### src/rtl/btn_pkg.sv
// Shared definitions for the button event classifier.
//   - FSM state encoding
//   - ms_to_cyc(): converts a millisecond interval to clock cycles at elaboration time
package btn_pkg;

  localparam int unsigned STATE_W = 3;

  localparam logic [STATE_W-1:0] ST_IDLE   = 3'd0;
  localparam logic [STATE_W-1:0] ST_PRESS1 = 3'd1;
  localparam logic [STATE_W-1:0] ST_WAIT2  = 3'd2;
  localparam logic [STATE_W-1:0] ST_PRESS2 = 3'd3;
  localparam logic [STATE_W-1:0] ST_LONG   = 3'd4;

  // Divide first so a 25 MHz clock with multi-second intervals stays inside 32 bits.
  function automatic int unsigned ms_to_cyc(input int unsigned clk_hz, input int unsigned ms);
    return (clk_hz / 1000) * ms;
  endfunction

endpackage

### src/rtl/btn_event_classifier.sv
// Classifies debounced button gestures into short press, double click,
// long press and auto-repeat, emitting one-cycle registered pulses.
//
// Ports
//   clk           in   system clock
//   rst_n         in   asynchronous active-low reset
//   btn_level     in   debounced button level, 1 = pressed
//   short_pulse   out  single press-release with no follow-up press in the window
//   double_pulse  out  two press-release cycles within the window
//   long_pulse    out  press held for LONG_MS
//   repeat_pulse  out  periodic pulse while a long press continues
//   held          out  high while in the LONG state
//
// state  | meaning
// -------+---------------------------------------------------------
// IDLE   | no gesture in flight
// PRESS1 | first press down, timing toward long press
// WAIT2  | first press released, timing the double-click gap
// PRESS2 | second press down, timing toward long press
// LONG   | long press held, generating repeat pulses
module btn_event_classifier
  import btn_pkg::*;
#(
  parameter int unsigned CLK_HZ    = 25_000_000,
  parameter int unsigned LONG_MS   = 1000,
  parameter int unsigned DCLICK_MS = 300,
  parameter int unsigned REPEAT_MS = 200
) (
  input  logic clk,
  input  logic rst_n,
  input  logic btn_level,
  output logic short_pulse,
  output logic double_pulse,
  output logic long_pulse,
  output logic repeat_pulse,
  output logic held
);

  localparam int unsigned LONG_CYC   = ms_to_cyc(CLK_HZ, LONG_MS);
  localparam int unsigned DCLICK_CYC = ms_to_cyc(CLK_HZ, DCLICK_MS);
  localparam int unsigned REPEAT_CYC = ms_to_cyc(CLK_HZ, REPEAT_MS);
  localparam int unsigned MAX_AB     = (LONG_CYC > DCLICK_CYC) ? LONG_CYC : DCLICK_CYC;
  localparam int unsigned MAX_CYC    = (MAX_AB > REPEAT_CYC) ? MAX_AB : REPEAT_CYC;
  localparam int unsigned CW         = $clog2(MAX_CYC);

  localparam logic [CW-1:0] LONG_LIM   = CW'(LONG_CYC - 1);
  localparam logic [CW-1:0] DCLICK_LIM = CW'(DCLICK_CYC - 1);
  localparam logic [CW-1:0] REPEAT_LIM = CW'(REPEAT_CYC - 1);

  logic [STATE_W-1:0] state_q, state_d;
  logic [CW-1:0]      cnt_q, cnt_d;
  logic               btn_prev_q, btn_prev_d;
  logic               short_q, short_d;
  logic               double_q, double_d;
  logic               long_q, long_d;
  logic               repeat_q, repeat_d;

  logic rise;
  logic fall;
  logic cnt_restart;

  assign rise = btn_level & ~btn_prev_q;
  assign fall = ~btn_level & btn_prev_q;

  always_comb begin
    state_d     = state_q;
    short_d     = 1'b0;
    double_d    = 1'b0;
    long_d      = 1'b0;
    repeat_d    = 1'b0;
    cnt_restart = 1'b0;
    btn_prev_d  = btn_level;

    // Edges are tested before limits so an edge landing on a limit cycle wins.
    case (state_q)
      ST_IDLE: begin
        if (rise) state_d = ST_PRESS1;
      end
      ST_PRESS1: begin
        if (fall) begin
          state_d = ST_WAIT2;
        end else if (cnt_q == LONG_LIM) begin
          state_d = ST_LONG;
          long_d  = 1'b1;
        end
      end
      ST_WAIT2: begin
        if (rise) begin
          state_d = ST_PRESS2;
        end else if (cnt_q == DCLICK_LIM) begin
          state_d = ST_IDLE;
          short_d = 1'b1;
        end
      end
      ST_PRESS2: begin
        if (fall) begin
          state_d  = ST_IDLE;
          double_d = 1'b1;
        end else if (cnt_q == LONG_LIM) begin
          state_d = ST_LONG;
          long_d  = 1'b1;
        end
      end
      ST_LONG: begin
        if (fall) begin
          state_d = ST_IDLE;
        end else if (cnt_q == REPEAT_LIM) begin
          repeat_d    = 1'b1;
          cnt_restart = 1'b1;
        end
      end
      default: state_d = ST_IDLE;
    endcase
  end

  // Every timed state either leaves or restarts at its limit, so cnt never wraps.
  always_comb begin
    cnt_d = cnt_q;
    if ((state_d != state_q) || cnt_restart) begin
      cnt_d = '0;
    end else if (state_q != ST_IDLE) begin
      cnt_d = cnt_q + CW'(1);
    end
  end

  // btn_prev resets to 1 so a button held through reset produces no rise.
  always_ff @(posedge clk or negedge rst_n) begin
    if (!rst_n) begin
      state_q    <= ST_IDLE;
      cnt_q      <= '0;
      btn_prev_q <= 1'b1;
      short_q    <= 1'b0;
      double_q   <= 1'b0;
      long_q     <= 1'b0;
      repeat_q   <= 1'b0;
    end else begin
      state_q    <= state_d;
      cnt_q      <= cnt_d;
      btn_prev_q <= btn_prev_d;
      short_q    <= short_d;
      double_q   <= double_d;
      long_q     <= long_d;
      repeat_q   <= repeat_d;
    end
  end

  assign short_pulse  = short_q;
  assign double_pulse = double_q;
  assign long_pulse   = long_q;
  assign repeat_pulse = repeat_q;
  assign held         = (state_q == ST_LONG);

endmodule

### config.mk
export PLATFORM = sky130hd
export DESIGN_NAME = btn_event_classifier
export DESIGN_NICKNAME = d
export VERILOG_FILES = /design/src/rtl/btn_pkg.sv /design/src/rtl/btn_event_classifier.sv
export SDC_FILE = /design/constraint.sdc
export NUM_CORES = 1
export LEC_CHECK = 0
export ABC_AREA = 1
export BUFFER_PORTS_ARGS = -buffer_cell sky130_fd_sc_hd__buf_2
export CAP_MARGIN = 15
export CELL_PAD_IN_SITES_DETAIL_PLACEMENT = 1
export CELL_PAD_IN_SITES_GLOBAL_PLACEMENT = 1
export CORE_MARGIN = 4
export CORE_UTILIZATION = 45
export CTS_CLUSTER_DIAMETER = 80
export DETAILED_ROUTE_END_ITERATION = 10
export HOLD_SLACK_MARGIN = 0.15
export PLACE_DENSITY_LB_ADDON = 0.1
export SLEW_MARGIN = 40
export SYNTH_ARGS = -nofsm -noshare
export SYNTH_HDL_FRONTEND = slang
export SYNTH_SLANG_ARGS = --single-unit
### constraint.sdc
create_clock -name clk -period 1.9 [get_ports clk]
set_input_delay 0.285 -clock clk [delete_from_list [all_inputs] [get_ports clk]]
set_output_delay 0.285 -clock clk [all_outputs]
set_load 0.03 [all_outputs]
==> metrics, run 1 <==
Sink Count=33; Netlist cell types=29; Setup crit start kind=flop; PwrDens=990 nW/um2; WP buf/inv=1; RR Startpoint=cnt_q[5]; final worst slack=-0.0697 ns; P&R area growth vs syn=34.4%; min Tclk post-route=slightly below 2 ns; input/output buffers=7; CTS clk-pin slew, worst paths=0.08 ns; crit path cell chain=nand2_1, nor2_2, nand2_4, nor2_4, nand2_2, nand2_2, nand3_2, nand2_2, nand2_2, nand2_2, nand3_4, clkbuf_16, nor2_4; failing checks=setup timing; Crit path largest cell delay=0.43 ns; Antenna Cells=0; die area=5700 um2; Die W=75.5 um; Ports=8; Synth Register Bits=33; Crit path depth=13; Worst path top cell family by delay=simple AND/OR/NAND/NOR gates; final net count=approximately 320; Initial Utilization=46.8%; register area=roughly 830 um2; area occupied by multi-input gates=between 1000 and 1500 um2; first-pass GRT wire length=9.22 mm; leak pwr=1.18 nW; reg2reg path depth=13; Max stage delay cell, worst path=dfrtp_1; Synth Area per Inst=7.54 um2; reg2reg end=cnt_q[17]; final setup violation count=17; maximum vdd drop=0.532 mV; CTS Buf Count=5; Routed WL=6.55 mm; most frequent CP cell=nand2_2; final period utilization=104%; drc violations=0; CTS tree=built; Filler cells=537; Chip Height=around 76 um; vias per inst=5.39; Syn. warnings=0; DRT iter0 DRCs=100; Final Hold Vio Count=0; Worst slew margin=71.4%; Mapped Area=around 2100 um2; Placer Congestion=0.821; number of global-route vias before repair=1,941; DR WL/cell=17.9 um; crit path capture type=flop; Skew-Pair Late Insertion Delay=approximately 0.30 ns; WS Path Type=reg2reg; post-layout util=62.9%; unrepaired setup endpoints after global routing=yes; Crit path arrival time=2.20 ns; Setup Total Neg Slack=-0.408 ns; initial antenna violation count=0; non-filler instance count after layout=367; Pwr Total=0.00273 W; EDFF count, synth=0; Root Buffer Master=clkbuf_8; status=finished, violations left; Setup WS pre-CTS=-0.0251 ns; DP HPWL=4.15 mm; f_max=508 MHz; asr flop ratio synth=100%; placed cell count=346; H-tree depth=2; largest fanout on the critical path=7; max cap viols=0; Pre-antenna DRT Iters=4; Seq/Total Area, Yosys=40.3%; largest net degree at the start of global routing=34; core area=4380 um2; Crit path required time=2.13 ns; Max Root-Sink Buffers=2; Cell Rows=24; via count=1,978; Final Max Tran Viols=0; share of cells above drive strength 1=36.2%; syn nets=~280; GRT Residual Overflow=0; Mapped Cells=around 270; Reg2Reg Setup Slack=-0.07 ns; Clock Skew=0.0104 ns; Worst Setup SP=cnt_q[5]; prevailing post-synth register cell=dfrtp_1; gr usage total=21.8%; min-delay worst type=in2async; Routed Antenna Nets=0; Slew @ Worst Pin=0.430 ns
cell usage after synthesis (2+ instances only):
master | count | area, um2
nand4_1 | 10 | 62.6
nand2_1 | 40 | 150
inv_2 | 3 | 11.3
nor3_1 | 15 | 75.1
dfrtp_1 | 32 | 801
nor2_1 | 42 | 158
nor4_1 | 4 | 25.0
xnor2_1 | 3 | 26.3
buf_6 | 2 | 22.5
inv_1 | 36 | 135
nor2_2 | 24 | 150
o21ai_0 | 3 | 15.0
nand3_1 | 24 | 120
xor2_1 | 17 | 149
nand2_2 | 3 | 18.8
layout make-up:
cell class                 count  area share [%]
tap                           52            2.36
multi-input combinational    194            45.9
timing repair buffer          41            13.0
inverter                      39            5.31
clock buffer                   8            3.27
sequential                    33            30.2
through the flow:
step,hold slack (ns),instance area (um2)
4_1_cts,0.593,2420
3_3_place_gp,0.390,2290
5_1_grt,0.516,2760
6_report,0.470,2760
3_5_place_dp,0.402,2290
2_1_floorplan,-0.0106,2050
state kept, by name (all words and copies together), names as in the netlist:
name	flops
state_q	3
btn_prev_q	1
repeat_pulse	1
short_pulse	1
double_pulse	1
cnt_q	25
long_pulse	1
metal layers:
| layer | GRT usage (%) | routed length (um) | vias to the layer above |
|---|---|---|---|
| met4 | 6.60 | 155 | 0 |
| met5 | 0 | 0 | - |
| met3 | 3.96 | 172 | 19 |
| met1 | 27.7 | 2940 | 977 |
| met2 | 37.6 | 3290 | 37 |
| li1 | - | - | 945 |
worst max-delay path by stage:
stage | end | slack [ns]
finish | cnt_q[17] | -0.07
detailed placement | cnt_q[13] | -0.03
global route | cnt_q[17] | -0.17
global placement | cnt_q[16] | 0.02
CTS | cnt_q[3] | 0.005
floorplan | cnt_q[1] | 0.18
logic make-up after synthesis:
kind of cell / synth area share (%)
DFF: 40.3
xor gates and xnor gates: 8.54
AOI/OAI and AO/OA: 2.07
buffers and inverters: 9.21
and+or+nand+nor: 38.7
muxes: 0.488
adders and majority gates: 0.610
power breakdown:
group          total, W  switching (W)  internal [W]
Clock          0.000570       0.000275      0.000296
Combinational   0.00138       0.000837      0.000544
Sequential     0.000779      0.0000322      0.000747
Total           0.00273        0.00114       0.00159
cells in the final DEF (no fill, tap or decap), types with 3 or more instances in the layout:
| master | netlist | final |
|---|---|---|
| nand2_1 | 40 | 33 |
| nor3_1 | 15 | 14 |
| buf_4 | 1 | 29 |
| nor2_1 | 42 | 27 |
| buf_2 | 1 | 6 |
| inv_1 | 36 | 33 |
| inv_2 | 3 | 6 |
| nand2_2 | 3 | 9 |
| nand3_1 | 24 | 21 |
| nor2_4 | 0 | 24 |
| dfrtp_2 | 0 | 4 |
| clkbuf_8 | 0 | 6 |
| xnor2_1 | 3 | 3 |
| xor2_1 | 17 | 16 |
| nor2_2 | 24 | 15 |
| nor4_1 | 4 | 4 |
| nand4_1 | 10 | 10 |
| dfrtp_1 | 32 | 28 |
timing repair:
| item | CTS | global route |
|---|---|---|
| endpoints found under the hold margin | 33 | 0 |
| gates resized for setup | 6 | 58 |
| buffers inserted | 0 | 9 |
| endpoints found under the setup margin | 25 | 25 |
| hold buffers | 2 | 0 |
| cloned | 0 | 2 |
| pin swaps | 0 | 12 |
No activity file was read; power rests on OpenSTA's default activity.
==> run 2, diff against run 1 <==
Settings changed: ABC_AREA 1 to 0, CORE_UTILIZATION 45 to 48.
==> metrics, run 2 <==
max cap viols=0; EDFF count, synth=0; Final Hold Vio Count=0; Syn. warnings=0; Netlist cell types=54; f_max=527 MHz; area occupied by multi-input gates=1220 um2; DRT iter0 DRCs=122; Placer Congestion=around 0.9; Crit path arrival time=between 2 and 2.5 ns; Synth Area per Inst=9.78 um2; Comb pwr share=25.2%; WS Path Type=reg2reg; final setup violation count=0; max reg flops=25; Root Buffer Master=clkbuf_8; maximum vdd drop=0.445 mV; final period utilization=99.9%; Crit path required time=~2.1 ns; min-delay worst type=in2reg; asr flop ratio synth=100%; Filler cells=between 400 and 500; biggest regs=cnt_q x25, state_q x3; post-layout util=61.0%; Clock Skew=between 0.01 and 0.015 ns; most frequent cells in the layout=dfrtp_1, buf_4, nor2_1, nand2_1, nand4_1; CTS tree=built; Sink Count=33; number of global-route vias before repair=2,052; DP HPWL=roughly 4.2 mm; Cell Rows=23; sequential power share=40.1%; min Tclk post-route=1.90 ns; Int Power=0.00141 W; initial antenna violation count=0; Mapped Cells=216; Max stage delay cell, worst path=dfrtp_1; clock network power share=a little over a third; register area=between 800 and 900 um2; NetSw=0.000605 W; synth top area cells=dfrtp_1, nand4_1, xnor2_1; Routed Antenna Nets=0; crit path capture type=flop; Final Max Tran Viols=0; Antenna Cells=0; Initial Utilization=between 50% and 60%; syn nets=220; die area=approximately 5500 um2; unrepaired setup endpoints after global routing=yes; largest register by flop count=cnt_q; top-area cell type share of the netlist area=37.9%; Skew-Pair Late Insertion Delay=about 0.29 ns; CTS clk-pin slew, worst paths=0.07 ns; Setup crit start kind=flop; Chip Height=74.4 um; core area=approximately 4100 um2; leak pwr=around 1.1 nW; Slew @ Worst Pin=0.413 ns; Seq/Total Area, Yosys=39.1%; P&R area growth vs syn=18.8%; CTS Buf Count=5; share of cells above drive strength 1=27.7%; crit path cell chain=ha_2, and4_4, nand4_1, buf_4, nor3_4, a21o_4, clkbuf_16, nor2_1; Post-DP Area=2250 um2; Mapped Area=2110 um2; PwrDens=801 nW/um2; Max Root-Sink Buffers=2; most common cell after layout, fill and taps aside=dfrtp_1; drc violations=0; Synth Register Bits=33; Setup Total Neg Slack=0 ns; Pre-antenna DRT Iters=4; Synth area leader=dfrtp_1; first-pass GRT wire length=9.96 mm; Pwr Total=0.00201 W; input/output buffers=7; H-tree depth=2; final net count=245; prevailing post-synth register cell=dfrtp_1; Synth top cells by count=dfrtp_1, nor2_1, nand2_1, nand4_1, a21oi_1; WHS=0.323 ns; via count=1,834; GRT Residual Overflow=0; Net Sw Frac=about 30%; DR WL/cell=between 20 and 25 um; top-count cell post-synth=dfrtp_1; Crit path largest cell delay=0.39 ns; Die W=74.4 um; Worst slew margin=between 70 and 80%; gr usage total=23.6%; largest fanout on the critical path=5; Routed WL=just over 6 mm; Ports=8; vias per inst=6.28; post-route cell area=2510 um2; status=finished clean; largest net degree at the start of global routing=34
-- run 2: final timing paths --
path	endpoint	slack [ns]	startpoint	depth (start not counted)
worst min register to register	cnt_q[19]	0.61	cnt_q[19]	2
worst max register to register	cnt_q[10]	0.002	cnt_q[0]	8
worst min-delay path	state_q[0]	0.32	btn_level	3
max in group asynchronous	btn_prev_q	1.11	rst_n	2
worst max-delay path	cnt_q[10]	0.002	cnt_q[0]	8
min in group asynchronous	cnt_q[11]	0.47	rst_n	2
-- run 2: cell type report --
cell class                      count  share of cell area (%)
Clock buffer                        7                    3.44
Clock inverter                      1                    1.20
Inverter                            5                   0.748
Multi-Input combinational cell    166                    48.8
Sequential cell                    33                    33.0
Tap cell                           50                    2.49
Timing Repair Buffer               30                    10.4
-- run 2: stage by stage --
stage / instances / setup slack [ns]
after CTS: 287 / 0.0144
after floorplan: 216 / 0.0102
final: 292 / 0.00215
after global placement: 277 / 0.0609
after global routing: 292 / -0.0553
after detailed placement: 277 / -0.0353
-- run 2: power by group through the flow --
stage	clock [W]	combinational (W)	sequential [W]
6_report	0.000699	0.000506	0.000806
2_1_floorplan	0	0.000336	0.000786
3_3_place_gp	0	0.000406	0.000813
5_1_grt	0.000748	0.000556	0.000814
4_1_cts	0.000711	0.000437	0.000806
3_5_place_dp	0	0.000430	0.000820
-- run 2: logic make-up (layout without fill, tap and decap cells) --
logic type / after synthesis / after routing / share of synthesized area [%]
AO/OA/AOI/OAI: 37 / 37 / 12.1
XOR/XNOR: 17 / 17 / 7.40
adder cells (fa/ha/maj): 1 / 1 / 0.592
buffers and inverters: 17 / 43 / 5.98
flip-flops: 33 / 33 / 39.1
multiplexers: 1 / 1 / 0.533
AND/OR/NAND/NOR: 110 / 110 / 34.3
-- run 2: timing repair --
action                                  CTS  global route
gates cloned                              0             1
endpoints found under the setup margin   14            25
pin swaps                                 0             3
gates resized for setup                   2            11
buffers inserted                          0             4
endpoints found under the hold margin    33             0
hold buffers                              2             0
-- run 2: worst max-delay path: cells and delay by family (launching register included) --
kind	cells	cell delay [ns]
buffers and inverters	2	0.36
adder cells (fa/ha/maj)	1	0.21
AO/OA/AOI/OAI	1	0.16
flip-flops	1	0.39
AND/OR/NAND/NOR	4	0.68
-- run 2: layer usage --
| layer | up-vias | GRT usage (%) | routed length [um] | part of all wire [%] |
|---|---|---|---|---|
| met5 | - | 0 | 0 | 0 |
| met1 | 953 | 28.1 | 2580 | 42 |
| met2 | 38 | 40.6 | 3310 | 54 |
| met4 | 0 | 10.7 | 66 | 1.1 |
| li1 | 838 | - | - | - |
| met3 | 5 | 5.27 | 220 | 3.6 |
